===== src/rtl/serial_adder_pkg.sv =====
// Shared definitions for the bit-serial adder: FSM state encoding and the
// default operand width.
package serial_adder_pkg;

    localparam int DEFAULT_WIDTH = 8;

    typedef enum logic [1:0] {
        IDLE = 2'd0,
        RUN  = 2'd1,
        DONE = 2'd2
    } state_e;

endpackage


===== src/rtl/serial_adder_fa_cell.sv =====
// Single-bit full adder used by serial_adder for its one-bit-per-cycle datapath.
module fa_cell (
    input  logic a,
    input  logic b,
    input  logic cin,
    output logic sum,
    output logic cout
);

    // Combinational sum and carry of one bit position.
    always_comb begin
        sum  = a ^ b ^ cin;
        cout = (a & b) | (a & cin) | (b & cin);
    end

endmodule


===== src/rtl/serial_adder.sv =====
// Bit-serial adder: accepts a, b, cin on a valid/ready handshake, adds them
// LSB first through one full-adder cell, one bit per clock, and presents the
// result on a valid/ready output handshake.
// Optional: define SERIAL_ADDER_OVF_EN to add the signed-overflow port ovf.
//
// state | meaning
// IDLE  | waiting for an operand set (in_ready=1)
// RUN   | shifting operands through the full-adder cell, one bit per edge
// DONE  | result valid, held until out_ready
module serial_adder
    import serial_adder_pkg::*;
#(
    parameter int WIDTH = DEFAULT_WIDTH
) (
    input  logic             clk,
    input  logic             reset_n,
    input  logic             in_valid,
    output logic             in_ready,
    input  logic [WIDTH-1:0] a,
    input  logic [WIDTH-1:0] b,
    input  logic             cin,
    output logic             out_valid,
    input  logic             out_ready,
    output logic [WIDTH-1:0] sum,
`ifdef SERIAL_ADDER_OVF_EN
    output logic             ovf,
`endif
    output logic             cout
);

    localparam int CNT_W = (WIDTH > 2) ? $clog2(WIDTH) : 1;

    state_e           state_q;
    logic [WIDTH-1:0] a_sh_q;
    logic [WIDTH-1:0] b_sh_q;
    // Holds the partial sum; the newest bit enters at the top, so after all
    // bits the low WIDTH-1 result bits sit here and the last one joins above.
    logic [WIDTH-2:0] sum_sh_q;
    logic [WIDTH-1:0] sum_q;
    logic [CNT_W-1:0] cnt_q;
    logic             carry_q;
    logic             cout_q;
    logic             out_valid_q;

    logic             fa_s;
    logic             fa_co;
    logic [WIDTH-1:0] sum_d;
    logic             last_bit;

`ifdef SERIAL_ADDER_OVF_EN
    logic             a_msb_q;
    logic             b_msb_q;
    logic             ovf_q;
`endif

    fa_cell u_fa_cell (
        .a    (a_sh_q[0]),
        .b    (b_sh_q[0]),
        .cin  (carry_q),
        .sum  (fa_s),
        .cout (fa_co)
    );

    // Next partial-sum value and detection of the final bit position.
    always_comb begin
        sum_d    = {fa_s, sum_sh_q};
        last_bit = (cnt_q == CNT_W'(WIDTH - 1));
    end

    // Control FSM plus datapath registers; results only update on the final bit.
    always_ff @(posedge clk or negedge reset_n) begin
        if (!reset_n) begin
            state_q     <= IDLE;
            a_sh_q      <= '0;
            b_sh_q      <= '0;
            sum_sh_q    <= '0;
            sum_q       <= '0;
            cnt_q       <= '0;
            carry_q     <= 1'b0;
            cout_q      <= 1'b0;
            out_valid_q <= 1'b0;
`ifdef SERIAL_ADDER_OVF_EN
            a_msb_q     <= 1'b0;
            b_msb_q     <= 1'b0;
            ovf_q       <= 1'b0;
`endif
        end else begin
            case (state_q)
                IDLE: begin
                    if (in_valid) begin
                        a_sh_q   <= a;
                        b_sh_q   <= b;
                        carry_q  <= cin;
                        sum_sh_q <= '0;
                        cnt_q    <= '0;
`ifdef SERIAL_ADDER_OVF_EN
                        a_msb_q  <= a[WIDTH-1];
                        b_msb_q  <= b[WIDTH-1];
`endif
                        state_q  <= RUN;
                    end
                end
                RUN: begin
                    a_sh_q   <= a_sh_q >> 1;
                    b_sh_q   <= b_sh_q >> 1;
                    carry_q  <= fa_co;
                    sum_sh_q <= sum_d[WIDTH-1:1];
                    cnt_q    <= cnt_q + CNT_W'(1);
                    if (last_bit) begin
                        sum_q       <= sum_d;
                        cout_q      <= fa_co;
`ifdef SERIAL_ADDER_OVF_EN
                        ovf_q       <= (a_msb_q == b_msb_q) & (fa_s != a_msb_q);
`endif
                        out_valid_q <= 1'b1;
                        state_q     <= DONE;
                    end
                end
                DONE: begin
                    if (out_ready) begin
                        out_valid_q <= 1'b0;
                        state_q     <= IDLE;
                    end
                end
                default: begin
                    out_valid_q <= 1'b0;
                    state_q     <= IDLE;
                end
            endcase
        end
    end

    // Output drive; in_ready is a direct decode of the state register.
    always_comb begin
        in_ready  = (state_q == IDLE);
        out_valid = out_valid_q;
        sum       = sum_q;
        cout      = cout_q;
`ifdef SERIAL_ADDER_OVF_EN
        ovf       = ovf_q;
`endif
    end

endmodule


===== config.mk =====
export PLATFORM = sky130hd
export DESIGN_NAME = serial_adder
export DESIGN_NICKNAME = d
export VERILOG_FILES = /design/src/rtl/serial_adder_pkg.sv /design/src/rtl/serial_adder_fa_cell.sv /design/src/rtl/serial_adder.sv
export SDC_FILE = /design/constraint.sdc
export NUM_CORES = 1
export LEC_CHECK = 0
export BUFFER_PORTS_ARGS = -buffer_cell sky130_fd_sc_hd__buf_2
export CORE_MARGIN = 2
export CORE_UTILIZATION = 40
export CTS_CLUSTER_SIZE = 10
export DETAILED_ROUTE_END_ITERATION = 12
export SETUP_SLACK_MARGIN = 0.15
export SLEW_MARGIN = 10
export SYNTH_ARGS = -nofsm -noshare
export SYNTH_HDL_FRONTEND = slang
export SYNTH_SLANG_ARGS = --single-unit

===== constraint.sdc =====
create_clock -name clk -period 3.9 [get_ports clk]
set_clock_uncertainty 0.1 [all_clocks]
set_input_delay 0.975 -clock clk [delete_from_list [all_inputs] [get_ports clk]]
set_output_delay 0.975 -clock clk [all_outputs]
set_load 0.05 [all_outputs]

[After elaboration in Yosys (flattened, before gate mapping)]
Index checks and enable logic that the tools add are counted.
Storage, ports and cells
  bits in registers: 39
  output and inout port bits: 11
  logic and storage cells: 47
Cells by class
  $add $sub $neg: 1
  eq/ne operators: 6
  mux-type cells: 17
  bitwise operators: 8
  reductions and logical operators: 6
Operator list (count)
  case mux 8 bit (2 select lines): 2
  two-way mux 8 bit: 2
  case mux 7 bit (2 select lines): 1
  two-way mux 7 bit: 1
  two-way mux 2 bit: 3
  != test 2 bit, second input constant: 3
  case mux 2 bit (3 select lines): 1
  case mux 3 bit (2 select lines): 1
  AND reduction 3 bit: 2
  AND reduction 2 bit: 2
  adder 3 x 1 -> 3 bit, second input constant: 1
  AND 1 bit: 3
  == test 3 bit, second input constant: 1
  two-way mux 1 bit: 3
  two-way mux 3 bit: 1
  case mux 1 bit (3 select lines): 1
  == test 2 x 1 -> 1 bit, second input constant: 1
  == test 2 bit, second input constant: 1
  zero test 2 bit: 1
  bitwise OR 1 bit: 2
  case mux 1 bit (2 select lines): 1
  nonzero test 2 bit: 1
  bitwise XOR 1 bit: 2
  NOT 1 bit: 1

[Depth between registers and ports, before layout]
  word-level depth: 4
  mapped depth: 4
  gate-level depth less buffers: 4

[Cells and area by module]
A second synthesis with hierarchy kept.
Unflattened totals
  cells, all modules: 147
  area total of the unflattened synthesis: 1843.0 sq um
Modules (own cells, without submodules)
  serial_adder: instances 1, cells an instance 146, area an instance 1823.0 sq um, seq. area each 975.9 sq um
  fa_cell: instances 1, cells an instance 1, area an instance 20.0 sq um, seq. area each 0.0 sq um

[Worst setup path before layout]
OpenSTA, ideal clock, no wires.
  path type: register to output
  start: register state_q[0]
  end: output in_ready
  arrival: 1.263 ns
  slack: 1.562 ns
  cell stages (with the launch flop): 3
  path buffers: 1
  cell sequence: dfrtp_1 -> buf_2 -> nor2_1
On the way
  word-level cells in the longest chain between the ends: 1
RTL lines
  start, declared: line serial_adder.sv:33  | state_e state_q;
  start signal, assigned: line serial_adder.sv:73  | state_q <= IDLE;
  start signal, assigned: line serial_adder.sv:100  | state_q <= RUN;
  start signal, assigned: line serial_adder.sv:116  | state_q <= DONE;
  zero test 2 bit: line serial_adder.sv:135  | in_ready = (state_q == IDLE);
  end, declared: line serial_adder.sv:18  | output logic in_ready,
Every way passes these cells.

[Final worst setup path]
Ends and elaborated chain as after synthesis.

==> results.py <==
metrics = {
    "outcome": {
        "run_status": "finished clean",
    },
    "worst_setup_path": {
        "cp_data_arrival_time_ns": 1.68,
        "critPathBufInv": 1,
        "cp_slowest_cell": "sky130_fd_sc_hd__dfrtp_1",
        "largest_stage_delay_worst_path_ns": 1.01,
        "cp_cell_sequence": "nor2_1 > buf_2",
        "cpLargestDelayFamily": "flip-flops",
        "path_max_fanout": 34,
        "cp_data_required_time_ns": 2.82,
        "end_kind": "primary output",
        "worst_setup_path_start_kind": "register",
        "path_class": "register to primary output",
    },
    "synthesis": {
        "synth.cell_area_mm2": 0.001802,
        "synth_common_cells": "sky130_fd_sc_hd__dfrtp_1 (39), sky130_fd_sc_hd__a22o_1 (10), sky130_fd_sc_hd__nor3b_1 (8), sky130_fd_sc_hd__o221a_2 (8), sky130_fd_sc_hd__or4b_1 (8)",
        "synth_top_area_share_pct": 54.17,
        "ys.flop_type": "sky130_fd_sc_hd__dfrtp_1",
        "ys_ff_latch": 39,
        "synth_seq_area_share_pct": 54.17,
        "synth_enable_flop_cells": 0,
        "post-synth-top-area-cell": "sky130_fd_sc_hd__dfrtp_1",
        "synth-warning-count": 0,
        "synth.most_common_cell": "sky130_fd_sc_hd__dfrtp_1",
        "synth.area.top_cells": "sky130_fd_sc_hd__dfrtp_1 (54%), sky130_fd_sc_hd__o221a_2 (5.0%), sky130_fd_sc_hd__a22o_1 (4.9%), sky130_fd_sc_hd__or4b_1 (4.4%), sky130_fd_sc_hd__mux2_2 (3.7%)",
        "syn_avg_cell_area_um2": 13.35,
        "syn-num-nets": 159,
        "post_synth_num_cell_types": 29,
        "synth_async_sr_flop_share_pct": 100.0,
        "synth_instances": 135,
    },
    "timing": {
        "rsz_0062_raised_after_global_routing": "no",
        "finalSetupViolCount": 0,
        "finalCritPeriodShare_pct": 70.64,
        "achievable-frequency_mhz": 363.0,
        "finalMaxSlewViolations": 0,
        "worstMarginPinSlew_ns": 1.017,
        "tns_ns": 0,
        "final_hold_violation_count": 0,
        "period_minus_slack_ns": 2.755,
        "slew-limit-headroom_pct": 32.23,
    },
    "cells_and_area": {
        "layout.nets": 185,
        "final_design_area_no_fill_mm2": 0.002066,
        "area_delta_synth_final_pct": 14.65,
        "antenna_cells_inserted": 0,
        "layout.filler_cells": 404,
        "finalNonFillerCells": 214,
        "layout-drive-gt1-share_pct": 34.57,
    },
    "drt": {
        "first_pass_iters": 4,
        "initialDrtViolationCount": 69,
        "drt_drc_violations_left": 0,
        "finalWirelength_um": 3401,
        "detail_route.vias_per_cell": 5.603,
        "route.vias.total": 1199,
        "wl_per_cell_um": 15.89,
        "antenna_violating_nets_post_route": 0,
    },
    "placed_design": {
        "placed_area_mm2": 0.001948,
        "io_buffer_count": 31,
        "dpl.cell_count": 206,
        "hpwlAfterDp_um": 2237,
        "place_congestion": 0.6882,
    },
    "power_and_ir_drop": {
        "power.share.sequential_pct": 42.0,
        "swShare_pct": 38.76,
        "combPwrFrac_pct": 38.6,
        "switchingPower_uw": 689.2,
        "power_share_of_the_clock_group_pct": 19.4,
        "cell_internal_pwr_mw": 1.089,
        "power.density_cell_area_mw_per_mm2": 860.8,
        "static-leakage-power_nw": 0.9640,
        "largest_voltage_drop_on_the_vdd_net_uv": 238.5,
    },
    "global_route": {
        "first_global_vias": 1293,
        "grt_pass1_wl_um": 6009,
        "grt_antenna_before_repair": 0,
        "globalRouteOverflowTotal": 0,
        "pin_count_of_the_biggest_net_entering_global_routing": 40,
        "groute.usage.overall_pct": 15.11,
    },
    "cts": {
        "worstSkewPairLatency_ns": 0.29,
        "tritoncts": "yes",
        "h-tree-depth": 2,
        "post_cts_resize_count": 0,
        "clkTransAtPathRegs_ns": 0.07,
        "cts_hold_repair.buffers": 0,
        "clock_path_buffers": 2,
        "number_of_clock_buffers_inserted_by_tritoncts": 5,
        "cts.sink_count": 39,
        "ctsRootBufferMaster": "sky130_fd_sc_hd__clkbuf_8",
        "number_of_post_cts_setup_repair_buffers": 0,
    },
    "hold_path": {
        "hold_class": "register to register",
    },
    "die": {
        "starting_density_of_the_core_pct": 41.38,
        "fp.coreArea_mm2": 0.004354,
        "fp.dieArea_mm2": 0.005057,
        "die_width_um": 71.12,
        "die_y_um": 71.12,
        "ioPinCount": 32,
        "rows": 24,
    },
    "flow_run": {
        "timing.max_cap.violations": 0,
    },
}
layout by cell type, fill, tap and decap left out:
| master | n |
|---|---|
| sky130_fd_sc_hd__o21bai_4 | 1 |
| sky130_fd_sc_hd__nand3b_4 | 1 |
| sky130_fd_sc_hd__clkbuf_8 | 6 |
| sky130_fd_sc_hd__o21ba_2 | 1 |
| sky130_fd_sc_hd__o2bb2ai_1 | 1 |
| sky130_fd_sc_hd__nor4bb_1 | 2 |
| sky130_fd_sc_hd__inv_1 | 7 |
| sky130_fd_sc_hd__a21oi_1 | 2 |
| sky130_fd_sc_hd__a211oi_1 | 6 |
| sky130_fd_sc_hd__nand2b_1 | 3 |
| sky130_fd_sc_hd__bufinv_16 | 1 |
| sky130_fd_sc_hd__ha_1 | 2 |
| sky130_fd_sc_hd__nor3b_1 | 8 |
| sky130_fd_sc_hd__mux2i_1 | 1 |
| sky130_fd_sc_hd__buf_2 | 31 |
| sky130_fd_sc_hd__mux2_2 | 6 |
| sky130_fd_sc_hd__clkinv_2 | 1 |
| sky130_fd_sc_hd__nor2_1 | 2 |
| sky130_fd_sc_hd__nor2b_1 | 2 |
| sky130_fd_sc_hd__mux2_1 | 3 |
| sky130_fd_sc_hd__o221a_2 | 8 |
| sky130_fd_sc_hd__fa_1 | 1 |
| sky130_fd_sc_hd__a211o_1 | 2 |
| sky130_fd_sc_hd__nor4b_1 | 6 |
| sky130_fd_sc_hd__a222oi_1 | 1 |
| sky130_fd_sc_hd__or4b_1 | 8 |
| sky130_fd_sc_hd__a22o_1 | 10 |
| sky130_fd_sc_hd__dfrtp_1 | 39 |
sequential cells by signal, indices dropped and copies added (netlist names), 2 cells and up:
register / count
cnt_q: 3
a_sh_q: 8
b_sh_q: 8
state_q: 2
sum_sh_q: 7
sum: 8
area by class of cell:
| class | instances | area, um^2 | share of cell area (%) |
|---|---|---|---|
| Clock buffer | 6 | 82.58 | 3.998 |
| Clock inverter | 2 | 35.03 | 1.696 |
| Inverter | 7 | 26.28 | 1.272 |
| Multi-Input combinational cell | 77 | 725.7 | 35.13 |
| Sequential cell | 39 | 975.9 | 47.24 |
| Tap cell | 52 | 65.06 | 3.150 |
| Timing Repair Buffer | 31 | 155.1 | 7.511 |
routing by layer:
layer / routed length [um] / share of wire, % / up-vias / global-route usage (%)
met2: 1584 / 47 / 24 / 24.20
met4: 49 / 1.4 / 0 / 6.289
li1: - / - / 571 / -
met3: 124 / 3.6 / 5 / 3.134
met5: 0 / 0 / - / 0
met1: 1642 / 48 / 599 / 20.06
cells by family after synthesis:
| kind of cell | Yosys count | synth area share [%] |
|---|---|---|
| AO/OA/AOI/OAI | 32 | 16.53 |
| adder cells (fa/ha/maj) | 3 | 2.500 |
| buffers and inverters | 19 | 5.555 |
| flip-flops | 39 | 54.17 |
| multiplexers | 10 | 6.180 |
| AND/OR/NAND/NOR | 32 | 15.07 |
worst reg2reg max path, cell delays in order, from the launching register on:
cell,delay [ns]
sky130_fd_sc_hd__dfrtp_1,1.01
sky130_fd_sc_hd__nor2b_1,0.76
sky130_fd_sc_hd__a222oi_1,0.25
path summary, 6_finish.rpt:
check / start / endpoint / slack [ns] / depth (start not counted)
worst max-delay path: state_q[0] / in_ready / 1.14 / 2
worst min-delay path: sum[7] / sum[7] / 0.39 / 1
worst max register to register: state_q[0] / b_sh_q[0] / 1.63 / 2
worst min register to register: sum[7] / sum[7] / 0.39 / 1
max in group asynchronous: reset_n / b_sh_q[5] / 2.46 / 1
min in group asynchronous: reset_n / sum[4] / 0.70 / 1
power groups by stage:
stage | registers (mW) | clock network [mW] | logic (mW)
2_1_floorplan | 0.842 | 0 | 0.469
3_3_place_gp | 0.746 | 0 | 0.677
3_5_place_dp | 0.753 | 0 | 0.698
4_1_cts | 0.748 | 0.356 | 0.698
5_1_grt | 0.776 | 0.368 | 0.757
6_report | 0.746 | 0.345 | 0.687
stage by stage:
stage | power (mW) | setup slack, ns | hold WS, ns | util [%]
2_1_floorplan | 1.311 | 1.562 | 0.3573 | -
3_3_place_gp | 1.423 | 1.508 | 0.3704 | 44.74
3_5_place_dp | 1.452 | 1.463 | 0.3789 | 44.74
4_1_cts | 1.802 | 1.140 | 0.3963 | 47.44
5_1_grt | 1.900 | 0.9770 | 0.4232 | 47.44
6_report | 1.778 | 1.145 | 0.3894 | 47.44
Power figures use the tool's default switching activity.
